===== src/rtl/gbpt_ghr_hash_unit.sv =====
// Speculative GHR owner and registered GBPT index hash (PC ^ folded GHR ^ ASID).
// Optional ASID term enabled by defining GBPT_HASH_ASID_EN; otherwise req_ASID is ignored.
module gbpt_ghr_hash_unit #(
   parameter int INDEX_WIDTH = 8,
   parameter int GH_LEN      = 12,
   parameter int ASID_W      = 4,
   parameter int PC_LSB      = 1
) (
   input  logic                   CLK,
   input  logic                   nRST,
   input  logic                   req_valid,
   output logic                   req_ready,
   input  logic [31:0]            req_PC,
   input  logic [ASID_W-1:0]      req_ASID,
   output logic                   idx_valid,
   input  logic                   idx_ready,
   output logic [INDEX_WIDTH-1:0] idx,
   output logic [GH_LEN-1:0]      idx_GH,
   input  logic                   upd_valid,
   input  logic                   upd_taken,
   input  logic                   restore_valid,
   input  logic [GH_LEN-1:0]      restore_GH,
   output logic [GH_LEN-1:0]      GH_out
);

   localparam int GH_CHUNKS  = (GH_LEN + INDEX_WIDTH - 1) / INDEX_WIDTH;
   localparam int GH_PAD_W   = GH_CHUNKS * INDEX_WIDTH;

   logic [GH_LEN-1:0]      r_ghr;
   logic [GH_LEN-1:0]      w_ghr_shift;
   logic [GH_LEN-1:0]      w_ghr_nxt;
   logic [GH_PAD_W-1:0]    w_gh_pad;
   logic [INDEX_WIDTH-1:0] w_gh_fold;
   logic [31:0]            w_pc_shr;
   logic [INDEX_WIDTH-1:0] w_pc_term;
   logic [INDEX_WIDTH-1:0] w_asid_term;
   logic [INDEX_WIDTH-1:0] w_hash;
   logic                   w_accept;

   logic                   r_idx_valid;
   logic [INDEX_WIDTH-1:0] r_idx;
   logic [GH_LEN-1:0]      r_idx_gh;

   // ---------------- history register ----------------
   generate
      if (GH_LEN == 1) begin : g_gh_one
         assign w_ghr_shift = upd_taken;
      end else begin : g_gh_multi
         assign w_ghr_shift = {r_ghr[GH_LEN-2:0], upd_taken};
      end
   endgenerate

   // Restore outranks a same-cycle speculative update; that update is lost.
   always_comb begin
      w_ghr_nxt = r_ghr;
      if (restore_valid) begin
         w_ghr_nxt = restore_GH;
      end else if (upd_valid) begin
         w_ghr_nxt = w_ghr_shift;
      end
   end

   always_ff @(posedge CLK or negedge nRST) begin
      if (!nRST) begin
         r_ghr <= '0;
      end else begin
         r_ghr <= w_ghr_nxt;
      end
   end

   // ---------------- hash ----------------
   assign w_gh_pad = GH_PAD_W'(r_ghr);

   always_comb begin
      w_gh_fold = '0;
      for (int i = 0; i < GH_CHUNKS; i++) begin
         w_gh_fold = w_gh_fold ^ w_gh_pad[i*INDEX_WIDTH +: INDEX_WIDTH];
      end
   end

   // PC bits above bit 31 shift in as zero.
   assign w_pc_shr  = req_PC >> PC_LSB;
   assign w_pc_term = INDEX_WIDTH'(w_pc_shr);

`ifdef GBPT_HASH_ASID_EN
   localparam int ASID_CHUNKS = (ASID_W + INDEX_WIDTH - 1) / INDEX_WIDTH;
   localparam int ASID_PAD_W  = ASID_CHUNKS * INDEX_WIDTH;

   logic [ASID_PAD_W-1:0] w_asid_pad;
   assign w_asid_pad = ASID_PAD_W'(req_ASID);

   always_comb begin
      w_asid_term = '0;
      for (int i = 0; i < ASID_CHUNKS; i++) begin
         w_asid_term = w_asid_term ^ w_asid_pad[i*INDEX_WIDTH +: INDEX_WIDTH];
      end
   end
`else
   logic w_asid_unused;
   assign w_asid_unused = ^req_ASID;
   assign w_asid_term   = '0;
`endif

   assign w_hash = w_pc_term ^ w_gh_fold ^ w_asid_term;

   // ---------------- single-entry output stage ----------------
   assign req_ready = !r_idx_valid || idx_ready;
   assign w_accept  = req_valid && req_ready;

   always_ff @(posedge CLK or negedge nRST) begin
      if (!nRST) begin
         r_idx_valid <= 1'b0;
         r_idx       <= '0;
         r_idx_gh    <= '0;
      end else if (w_accept) begin
         r_idx_valid <= 1'b1;
         r_idx       <= w_hash;
         r_idx_gh    <= r_ghr;
      end else if (idx_ready) begin
         r_idx_valid <= 1'b0;
      end
   end

   assign idx_valid = r_idx_valid;
   assign idx       = r_idx;
   assign idx_GH    = r_idx_gh;
   assign GH_out    = r_ghr;

endmodule


===== config.mk =====
export PLATFORM = sky130hd
export DESIGN_NAME = gbpt_ghr_hash_unit
export DESIGN_NICKNAME = d
export VERILOG_FILES = /design/src/rtl/gbpt_ghr_hash_unit.sv
export SDC_FILE = /design/constraint.sdc
export NUM_CORES = 1
export LEC_CHECK = 0
export ABC_AREA = 1
export CELL_PAD_IN_SITES_DETAIL_PLACEMENT = 1
export CELL_PAD_IN_SITES_GLOBAL_PLACEMENT = 2
export CORE_AREA = 2 2 87 89
export DETAILED_ROUTE_END_ITERATION = 12
export DIE_AREA = 0 0 89 91
export PLACE_DENSITY = 0.87
export SYNTH_ARGS = -nofsm -noshare
export SYNTH_HDL_FRONTEND = slang
export SYNTH_SLANG_ARGS = --single-unit

===== constraint.sdc =====
create_clock -name CLK -period 2.2 [get_ports CLK]
set_clock_uncertainty 0.15 [all_clocks]
set_input_delay 0.33 -clock CLK [delete_from_list [all_inputs] [get_ports CLK]]
set_output_delay 0.33 -clock CLK [all_outputs]
set_load 0.03 [all_outputs]

---- Word level (Yosys, flattened, before mapping) ----
Cells that the tools add are included.
storage, ports and cells
  input bits .............................. 55
  flip-flop bits (word level) ............. 33
  word-level logic and storage cells ...... 15
cells by class
  reduce and logical (&&, ||, !) cells .... 5
  bitwise logic cells ..................... 2
  multiplexer cells ....................... 4
operator list
  kind                                  count
  12-bit two-way mux                    2
  8-bit by 4-bit XOR with 8-bit output  1
  8-bit XOR                             1
  2-bit nonzero test                    2
  1-bit two-way mux                     2
  1-bit logical AND                     1
  1-bit logical NOT                     1
  1-bit logical OR                      1

---- Logic depth before layout (Yosys ltp) ----
Gate-level depths: netlist of the first run.
  depth in word-level cells ............... 4
  depth in mapped cells ................... 7

---- Least setup slack after synthesis of the first run ----
No wires, ideal clock.
  kind .................................... register to register
  start point ............................. reg r_idx_valid (netlist: idx_valid)
  end point ............................... reg r_idx_gh[10] (netlist: idx_GH[10])
  path buffers ............................ 2
  required time ........................... 1.929 ns
  path slack .............................. 0.764 ns
  setup time .............................. 0.121 ns
  data arrival time ....................... 1.165 ns
  cell stages (with the launch flop) ...... 7
  cell sequence ........................... dfrtp_1 nand2_2 nand2_2 buf_6 buf_6 nand2_1 o21ai_2
on the way
  longest elaborated chain between the ends .. 3
ends and longest elaborated chain
  item                      line  RTL
  start: declaration        40    logic r_idx_valid;
  start signal: assignment  112   r_idx_valid <= 1'b0;
  start signal: assignment  116   r_idx_valid <= 1'b1;
  start signal: assignment  120   r_idx_valid <= 1'b0;
  1-bit logical NOT         107   assign req_ready = !r_idx_valid || idx_ready;
  1-bit logical OR          107
  net req_ready             12    output logic req_ready,
  1-bit logical AND         108   assign w_accept = req_valid && req_ready;
  end signal: assignment    118   r_idx_gh <= r_ghr;
  end: declaration          42    logic [GH_LEN-1:0] r_idx_gh;
The timed path passes the listed nets, and every way through them passes these cells.
A chain may end at the register's enable or synchronous reset.

---- Worst setup path after layout of the first run ----
  start point ............................. in idx_ready
  end point ............................... out req_ready
on the way
  longest elaborated chain between the ends .. 1
ends and longest elaborated chain
  item                line  RTL
  start: declaration  16    input logic idx_ready,
  1-bit logical OR    107
  end: declaration    12
No other way between the ends.

==> results.txt, run 1 <==
The flow ran to the end, but the final reports show violations. The checks that failed: hold timing. The start point of the critical path is idx_ready. The worst hold path belongs to the class primary input to asynchronous set/reset pin. The critical path ends at req_ready. The remaining routing DRC violations came out at 0.

The proportion of layout cells with a drive suffix above 1 is 0.1097. The worst setup slack before clock tree synthesis is 130.7 ps. Setup repair after global routing left no endpoint under its margin.

The worst setup path is captured at a primary output. The met3 track demand over resource is 0.04182. The number of antenna diodes in the final layout is 0. The CTS buffer count came out at 5. The die area came out at 8099 sq um. The total track usage is 0.1177. The post-synthesis instance area came out at 1529 sq um. The number of hold-repair buffers added at the cts stage came out at 0. The upper clock frequency limit is 483.2 MHz.

The final critical path time including I/O delays and setup came out at 2070 ps. The share of the clock period used by the worst path after layout is 0.9407. The number of antenna-violating nets in the routed design came out at 0.

The category of the most critical setup path is primary input to primary output. The number of instances in the placed design is 328. The synthesized netlist cell count came out at 170. The power density of the placed cells is 791.6 nW/um^2. The total negative slack for setup checks is 0 ps. Counting flops and latches in the post-synthesis netlist gives 33. The worst reg-to-reg setup slack came out at 920 ps. The met2 global-route usage is 0.1822. The number of global-route vias before repair was 1489.

The y dimension of the die is 91 microns. Buffers added to address setup during post-CTS repair amount to 0. The global placer's final weighted congestion came out at 0.7093. The critical path data required time came out at 1720 ps. Fill cells in the final layout number 873. After routing the design area is 2322 sq um. In the global route stage, met1 resource usage came out at 0.1573.

In this run the worst path has a maximum fanout of 3. The total number of clock tree sinks is 33. The area after detailed placement came out at 2240 sq um. Setup violations remaining at the end of the flow were counted as 0. The fraction of the yosys area taken by sequential cells is 0.5401. The number of antenna violations at the first check in global routing is 0.

The per-cell routed wire length is 13.18 microns. During placement, the flow inserted port buffers numbering 60. The number of max-slew violations in the final report is 0. The overall via count from detail_route is 1377. STA classifies the critical path startpoint as a primary input. The reported leakage power is 0.001027 uW. In the routed layout, each cell is associated on average with a via count of 4.098. The initial core utilization came out at 0.2142. The global-route wire length before repair came out at 7327 microns.

The data arrival time of the critical path is 1590 ps. For this block, the routed nets add up to 4427 microns of wire. The total global routing overflow is 0. The mean instance size in the synthesized netlist is 8.994 sq um. The final worst setup slack is 130.4 ps. The area overhead of the layout relative to synthesis is 51.88%. The number of distinct standard cells referenced by the synthesized netlist is 17. The clock tree from TritonCTS is built.

The post-CTS resize count came out at 0. The floorplan die width came out at 89 microns. The largest net degree at the start of global routing is 34. The path depth of the worst reg2reg path came out at 5. The total number of yosys warnings came out at 0. For this run, the detailed router's first-pass iteration total came to 4. The relative slew slack came out at 0.4969. The reg-to-reg endpoint is idx[0]$_DFFE_PN0P_.

In this run the core area contains 31 standard-cell rows. The number of nets handed over by synthesis was 225. The cell sitting at the root of the clock tree is a sky130_fd_sc_hd__clkbuf_8. In this run the deepest clock path goes through 2 buffers.

The worst-skew pair later-pin latency is 280 ps. The number of non-filler instances in the completed layout is 336. The half-perimeter wire length of the detailed placement result is 3408 microns. met2 is the most crowded layer.

The area of the core region came out at 7137 sq um. The final hold violation count came to 33. The startpoint of the worst-slack reg-to-reg timing path is idx_valid$_DFFE_PN0P_. The reported max-cap violation count is 0. The CTS clock-pin slew for the worst setup and hold paths came out at 70 ps. The slew at the pin closest to its max-slew limit is 754.7 ps. The maximum level of the CTS H-tree is 2. The worst-case IR drop observed on VDD is 0.1991 mV.

The tightest hold path in the finished design has a slack of -29.84 ps. During I/O placement, the number of pins put on the boundary was 89. The number of nets at the end of the flow came out at 291. For this block, the initial DRC count from the detailed router was 45.
[through the flow]
step | util | power (uW)
floorplan | - | 1123
global placement | 0.3138 | 1412
detailed placement | 0.3138 | 1425
CTS | 0.3254 | 1876
global route | 0.3254 | 1963
finish | 0.3254 | 1838
[cells by family after synthesis]
family          share of synthesized area
compound gates                     0.1326
buf+inv                           0.08264
flops                              0.5401
simple gates                       0.2218
xor+xnor                          0.02291
[power breakdown]
| part | internal (uW) | total (uW) | switching [uW] | leakage [uW] |
|---|---|---|---|---|
| sequential | 696 | 761 | 65.0 | 0.000405 |
| clock | 219 | 437 | 218 | 0.0000450 |
| combinational | 274 | 640 | 366 | 0.000577 |
| total | 1190 | 1840 | 649 | 0.00103 |
[critical path: stages]
cell	delay, ps
sky130_fd_sc_hd__clkdlybuf4s50_1	450
sky130_fd_sc_hd__inv_1	50
sky130_fd_sc_hd__nand2_2	90
sky130_fd_sc_hd__clkdlybuf4s50_1	680
[cells in the final DEF (no fill, tap or decap)]
cell type / synthesis / final
sky130_fd_sc_hd__nand2_1: 66 / 66
sky130_fd_sc_hd__clkdlybuf4s50_1: 0 / 59
sky130_fd_sc_hd__dfrtp_1: 33 / 33
sky130_fd_sc_hd__inv_1: 16 / 16
sky130_fd_sc_hd__o211ai_1: 10 / 10
sky130_fd_sc_hd__o21ai_2: 10 / 10
sky130_fd_sc_hd__nand3_1: 9 / 9
sky130_fd_sc_hd__o21ai_0: 7 / 7
sky130_fd_sc_hd__clkbuf_8: 0 / 5
sky130_fd_sc_hd__buf_4: 2 / 5
sky130_fd_sc_hd__xnor2_1: 4 / 4
sky130_fd_sc_hd__nand3b_1: 4 / 4
sky130_fd_sc_hd__nand2_2: 2 / 2
sky130_fd_sc_hd__clkinv_2: 0 / 2
sky130_fd_sc_hd__nor2_1: 1 / 1
sky130_fd_sc_hd__a21oi_1: 1 / 1
sky130_fd_sc_hd__clkbuf_1: 1 / 1
sky130_fd_sc_hd__buf_2: 1 / 1
sky130_fd_sc_hd__buf_12: 1 / 1
[state kept, by name (all words and copies together) (netlist names)]
| signal | cells |
|---|---|
| GH_out | 12 |
| idx_GH | 12 |
| idx | 8 |
| idx_valid | 1 |
[synth_stat cells]
library cell,number,area (sq um)
sky130_fd_sc_hd__a21oi_1,1,5.000
sky130_fd_sc_hd__buf_12,1,20.02
sky130_fd_sc_hd__buf_2,1,5.000
sky130_fd_sc_hd__buf_4,2,15.01
sky130_fd_sc_hd__buf_6,2,22.52
sky130_fd_sc_hd__clkbuf_1,1,3.750
sky130_fd_sc_hd__dfrtp_1,33,825.8
sky130_fd_sc_hd__inv_1,16,60.06
sky130_fd_sc_hd__nand2_1,66,247.7
sky130_fd_sc_hd__nand2_2,2,12.51
sky130_fd_sc_hd__nand3_1,9,45.04
sky130_fd_sc_hd__nand3b_1,4,30.03
sky130_fd_sc_hd__nor2_1,1,3.750
sky130_fd_sc_hd__o211ai_1,10,75.07
sky130_fd_sc_hd__o21ai_0,7,35.03
sky130_fd_sc_hd__o21ai_2,10,87.58
sky130_fd_sc_hd__xnor2_1,4,35.03
[worst min-delay path by stage]
stage	startpoint	end	slack [ps]	depth (start not counted)
2_1_floorplan	nRST	GH_out[0]$_DFFE_PN0P_	-120	0
3_3_place_gp	nRST	idx[7]$_DFFE_PN0P_	310	1
3_5_place_dp	nRST	idx_valid$_DFFE_PN0P_	310	1
4_1_cts	nRST	idx[6]$_DFFE_PN0P_	8	1
5_1_grt	nRST	idx[6]$_DFFE_PN0P_	40	1
6_report	nRST	idx[6]$_DFFE_PN0P_	-30	1
[cell type report]
| type | count | area, sq um | share of cell area |
|---|---|---|---|
| flip-flops and latches | 33 | 825.8 | 0.3556 |
| repair buffers | 66 | 653.1 | 0.2812 |
| multi-input cells | 114 | 576.8 | 0.2484 |
| well taps | 99 | 123.9 | 0.05334 |
| clock buffers | 6 | 72.57 | 0.03125 |
| inverters | 16 | 60.06 | 0.02586 |
| clock inverters | 2 | 10.01 | 0.004310 |
[metal layers]
layer	share of wire	vias to the layer above	wire (microns)
met4	0.0099	0	44
met2	0.46	43	2054
met3	0.070	5	312
met1	0.46	655	2016
met5	0	-	0
li1	-	674	-
Power figures use the tool's default switching activity.
==> inputs of run 2 (changes only) <==
--- a/config.mk
+++ b/config.mk
@@ -11,7 +11,7 @@
 export CORE_AREA = 2 2 87 89
 export DETAILED_ROUTE_END_ITERATION = 12
 export DIE_AREA = 0 0 89 91
-export PLACE_DENSITY = 0.87
+export PLACE_DENSITY_LB_ADDON = 0.1
 export SYNTH_ARGS = -nofsm -noshare
 export SYNTH_HDL_FRONTEND = slang
 export SYNTH_SLANG_ARGS = --single-unit
==> results.txt, run 2 (synthesized netlist as in run 1, its figures left out) <==
The run finished with clean final reports. The global-route wire length before repair came out at 7541 microns. The number of antenna violations at the first check in global routing came out at 0. Broken down by cell family, the worst path's largest delay share belongs to buffers and inverters.

Setup repair after global routing left no endpoint under its margin. The area of the core region came out at 7137 sq um. The number of nets at the end of the flow is 292. Measured on the finished design, the core utilization comes to 0.3254. The library cell used most frequently in the layout, excluding fill and tap cells, is sky130_fd_sc_hd__nand2_1. The relative slew slack is 0.6846. Data arrives at the worst endpoint at 1580 ps. Of the total power, combinational logic draws 0.345.

For this design, the slowest cell found on the critical path is sky130_fd_sc_hd__clkdlybuf4s50_1. Cell internal power was estimated by the tool at 1188 uW. The maximum vdd ir drop is 0.2108 mV. The reported max-cap violation count is 0.

Together, buffers and inverters on the worst path number 3. For this run the aggregate overflow at the end of global routing stands at 0. The maximum level of the CTS H-tree is 2. The CTS buffer count came out at 5. Buffers inserted to repair hold after CTS numbered 0. The number of max-slew violations in the final report came out at 0. The number of antenna diodes came out at 0. The type of origin of the critical path is a primary input.

The clock tree from TritonCTS is built. The half-perimeter wire length of the detailed placement result came out at 3326 microns. CTS placed an instance of sky130_fd_sc_hd__clkbuf_8 at the clock tree root.

After detailed routing, the average wire length per cell comes to 13.65 microns. The final hold violation count is 0. The worst-skew pair later-pin latency came out at 280 ps. The number of antenna-violating nets in the routed design is 0. The global placer's final weighted congestion is 0.6872. Buffers placed on the I/O ports in this run total 60. 89 I/O pins were placed.

The routed wire length is 4601 microns. The area overhead of the layout relative to synthesis is 51.88%. Entering global routing, the biggest net connects 34 pins. The floorplan has 31 rows. The die covers 8099 sq um.

The number of detailed-routing iterations run before antenna repair came out at 4. The library cells used most frequently in the layout, excluding fill and tap cells, are sky130_fd_sc_hd__nand2_1, sky130_fd_sc_hd__clkdlybuf4s50_1, sky130_fd_sc_hd__dfrtp_1. The floorplan die width came out at 89 microns. The total net switching power is 662.3 uW. The first routing iteration left 89 violations.

The power density of the placed cells came out at 796.6 nW/um^2. The critical path goes through clkdlybuf4s50_1 > inv_1 > nand2_2 > clkdlybuf4s50_1. Of the total power, registers draw 0.413. The CTS clock-pin slew for the worst setup and hold paths is 70 ps. The y dimension of the die is 91 microns.

The post-CTS resize count is 0. The area after detailed placement came out at 2240 sq um. The path category of the worst min-delay check is primary input to asynchronous set/reset pin.

The final critical path time including I/O delays and setup came out at 2056 ps. Static timing analysis puts the maximum clock frequency at 486.4 MHz. Counting along the longest clock path gives a buffer depth of 2. The total negative slack for setup checks is 0 ps. The number of global-route vias before repair came to 1490. The share of the clock period used by the worst path after layout is 0.9345. The remaining routing DRC violations came out at 0. The initial utilization of the core area, before any placement, comes to 0.2142. The proportion of layout cells with a drive suffix above 1 is 0.1092. The post-CTS setup buffer count is 0. The clock network fraction of total power is 0.243. By startpoint and endpoint, the worst setup path is classified as primary input to primary output. The switching part of the total power came out at 0.3581. The via density per instance is 4.095. The total number of clock tree sinks came out at 33.

The final non-filler cell area came out at 2322 sq um. Across all hold checks on the routed design, the worst slack comes to 320.9 ps. Counting stages on the worst path, the most repeated cell is sky130_fd_sc_hd__clkdlybuf4s50_1.

For this design the static power due to leakage is 0.001027 uW. At the worst endpoint, the required time is 1720 ps. The slew at the pin closest to its max-slew limit came out at 473.1 ps. In this design, the stage delay of the slowest critical-path cell is 670 ps.

The maximum fanout along the worst path came out at 3. The worst setup path is captured at a primary output. The count of final setup violators is 0. The overall via count from detail_route came out at 1380. The total track usage is 0.1210.
run 2: cell count changes in the layout (fill, tap and decap cells not counted):
cell,delta
sky130_fd_sc_hd__buf_2,-1
sky130_fd_sc_hd__buf_4,+2
sky130_fd_sc_hd__buf_12,-1
sky130_fd_sc_hd__clkdlybuf4s50_1,+1
run 2: area by class of cell:
| class | count | area [sq um] |
|---|---|---|
| flip-flops and latches | 33 | 825.8 |
| clock inverters | 2 | 10.01 |
| repair buffers | 67 | 653.1 |
| inverters | 16 | 60.06 |
| multi-input cells | 114 | 576.8 |
| well taps | 99 | 123.9 |
| clock buffers | 6 | 72.57 |
| fillers | 878 | 4815 |
run 2: power by group through the flow:
stage          Sequential (uW)  Clock (uW)  Combinational (uW)
6_report                   763         449                 637
2_1_floorplan              947           0                 176
3_3_place_gp               772           0                 640
5_1_grt                    780         494                 689
3_5_place_dp               777           0                 646
4_1_cts                    765         472                 650
run 2: through the flow:
step           cells  total power [uW]  setup WS (ps)
2_1_floorplan    170              1123          764.0
3_3_place_gp     329              1412          143.1
3_5_place_dp     329              1422          146.8
4_1_cts          337              1887          138.4
5_1_grt          337              1964          102.3
6_report         337              1850          144.1
run 2: layer usage:
metal,global-route usage,vias up,routed length [microns]
li1,-,673,-
met1,0.1711,659,2288
met2,0.1797,44,2019
met3,0.03455,4,250
met4,0.03358,0,42
met5,0,-,0
run 2: final timing paths:
kind	startpoint	endpoint	slack, ps	cells after the start
worst max-delay path	idx_ready	req_ready	140	4
worst min-delay path	nRST	idx_GH[7]$_DFFE_PN0P_	320	2
worst max register to register	idx_valid$_DFFE_PN0P_	idx[4]$_DFFE_PN0P_	950	4
worst min register to register	idx[2]$_DFFE_PN0P_	idx[2]$_DFFE_PN0P_	330	2
max in group asynchronous	nRST	idx_GH[4]$_DFFE_PN0P_	1230	2
min in group CLK	idx[2]$_DFFE_PN0P_	idx[2]$_DFFE_PN0P_	330	2
==> inputs of run 3 (changes only) <==
--- a/config.mk
+++ b/config.mk
@@ -9,6 +9,7 @@
 export CELL_PAD_IN_SITES_DETAIL_PLACEMENT = 1
 export CELL_PAD_IN_SITES_GLOBAL_PLACEMENT = 2
 export CORE_AREA = 2 2 87 89
+export CTS_CLUSTER_SIZE = 12
 export DETAILED_ROUTE_END_ITERATION = 12
 export DIE_AREA = 0 0 89 91
 export PLACE_DENSITY_LB_ADDON = 0.1
==> constraint.sdc (replaced) <==
create_clock -name CLK -period 2.4 [get_ports CLK]
set_clock_uncertainty 0.15 [all_clocks]
set_input_delay 0.36 -clock CLK [delete_from_list [all_inputs] [get_ports CLK]]
set_output_delay 0.36 -clock CLK [all_outputs]
set_load 0.03 [all_outputs]
==> results.txt, run 3 (synthesized netlist as in run 1, its figures left out) <==
The run finished with clean final reports. Summed over all cells, the static leakage comes to 0.001017 uW. The upper clock frequency limit is 471.8 MHz.

Data arrives at the worst endpoint at 1610 ps. The post-CTS resize count came out at 0. The count of buffers added on input and output ports is 60.

The worst pin sits at a relative slew slack of 0.4028. The die is 89 microns wide. The number of antenna violations at the first check in global routing was 0. The reported max-cap violation count is 0. The number of nets at the end of the flow is 290. The worst-skew pair later-pin latency came out at 280 ps.

The number of detailed-routing iterations run before antenna repair is 2. Setup repair after global routing left no endpoint under its margin. Entering global routing, the biggest net connects 34 pins.

The number of antenna diodes is 0. The remaining routing DRC violations is 0. The number of global-route vias before repair came out at 1453. The number of hold-repair buffers added at the cts stage came out at 0. The area of the core region is 7137 sq um.

The met3 track demand over resource is 0.03455. The number of setup buffers added after CTS is 0. The y dimension of the die came out at 91 microns. The share of the clock period used by the worst path after layout came out at 0.8832.

The critical path is of the primary input to primary output type. The number of clock buffers added by TritonCTS is 5. The total global routing overflow is 0. The register share of total power is 0.421. The clock tree from TritonCTS is built.

The busiest metal layer after global routing is met2. The global placer's final weighted congestion is 0.6842. The die covers 8099 sq um. The worst hold path belongs to the class flip-flop to flip-flop. The initial core utilization came out at 0.2142. Of the total power, the share spent switching nets is 0.3515. The part of the total power dissipated in combinational logic came out at 0.350. The power density of the placed cells is 720.4 nW/um^2. The final layout contains routed wiring with a total length of 4433 microns.

Once detail routing completed, the nets flagged for antenna violations numbered 0. The met2 global-route usage is 0.1816. The clock network fraction of total power came out at 0.229. The total number of clock tree sinks came out at 33. The CTS clock-pin slew for the worst setup and hold paths is 70 ps. The design internal power is 1080 uW.

The total I/O pin count came out at 89. The critical path data required time came out at 1890 ps. The clock root buffer is sky130_fd_sc_hd__clkbuf_8. Dividing the detail-routed wire length by the instance count gives 13.31 microns. The final hold violation count is 0.

STA classifies the critical path startpoint as a primary input. Leaving out fill and tap cells, the most frequent cell in the layout is sky130_fd_sc_hd__nand2_1. The maximum fanout along the worst path is 3. The worst reg-to-reg setup slack came out at 1050 ps.

The slew at the pin closest to its max-slew limit is 892.5 ps. The total number of placement rows came out at 31. In the final layout, the share of cells above drive strength 1 is 0.09829. The violation count after the first detailed-routing iteration came out at 41. The met1 capacity usage during global routing came out at 0.1586. Setup violations remaining at the end of the flow were counted as 0. No sink is reached through more buffers than the 2 on the longest clock path. The area overhead of the layout relative to synthesis is 51.15%. The finished cells cover 2311 sq um. The number of max-slew violations in the final report is 0. The area after detailed placement is 2237 sq um. The HPWL after detailed placement is 3275 microns. In the layout the commonest cells are sky130_fd_sc_hd__nand2_1, sky130_fd_sc_hd__clkdlybuf4s50_1, sky130_fd_sc_hd__dfrtp_1. The first global-routing pass estimated 7396 microns of wire. The H-tree was split into 2 levels.

For this run, the total global-route usage over all layers was measured as 0.1185. The overall via count from detail_route is 1336. The total net switching power came out at 585.2 uW. The maximum vdd ir drop is 0.2276 mV. The final critical path time including I/O delays and setup came out at 2120 ps. In the routed layout, each cell is associated on average with a via count of 4.012. STA classifies the critical path endpoint as a primary output. Setup total negative slack on the finished layout was measured at 0 ps.
==> run 3: cell count changes in the layout (fill, tap and decap cells not counted), sizes merged <==
cell / before / now
clkinv: 2 / 1
clkbuf: 6 / 5
buf: 7 / 5
==> run 3: worst max-delay path: stages <==
cell,delay (ps)
sky130_fd_sc_hd__clkdlybuf4s50_1,460
sky130_fd_sc_hd__inv_1,50
sky130_fd_sc_hd__nand2_2,80
sky130_fd_sc_hd__clkdlybuf4s50_1,670
==> run 3: path summary, 6_finish.rpt <==
kind                                     endpoint  cells past startpoint                   from
max                                     req_ready                      4              idx_ready
min                         idx_GH[6]$_DFFE_PN0P_                      2  idx_GH[6]$_DFFE_PN0P_
max reg2reg                 idx_GH[0]$_DFFE_PN0P_                      5  idx_valid$_DFFE_PN0P_
min reg2reg                 idx_GH[6]$_DFFE_PN0P_                      2  idx_GH[6]$_DFFE_PN0P_
max in group asynchronous  idx_GH[10]$_DFFE_PN0P_                      2                   nRST
min in group asynchronous   idx_GH[6]$_DFFE_PN0P_                      2                   nRST
==> run 3: per-stage QoR <==
stage / std cells / power [uW] / utilization / setup WS, ps / hold slack (ps)
finish: 333 / 1665 / 0.3238 / 280.3 / 331.0
global placement: 327 / 1295 / 0.3135 / 288.8 / 316.5
floorplan: 170 / 1029 / - / 964.0 / -85.59
detailed placement: 327 / 1304 / 0.3135 / 276.9 / 319.2
global route: 333 / 1777 / 0.3238 / 240.9 / 363.4
CTS: 333 / 1706 / 0.3238 / 269.4 / 338.1
==> run 3: layout make-up <==
cell class                 instances  area [sq um]
sequential                        33         825.8
tap                               99         123.9
timing repair buffer              65         650.6
inverter                          16         60.06
clock inverter                     1         5.005
fill                             858          4826
multi-input combinational        114         576.8
clock buffer                       5         68.82
==> run 3: power by group through the flow <==
stage          Clock [uW]  Combinational, uW  Sequential, uW
4_1_cts               409                595             702
3_3_place_gp            0                587             708
2_1_floorplan           0                161             868
6_report              382                582             701
3_5_place_dp            0                592             712
5_1_grt               428                633             717
==> run 3: routing by layer <==
layer	part of all wire	routed length, microns
met1	0.47	2082
met5	0	0
met2	0.45	2017
met4	0.012	52
met3	0.063	281
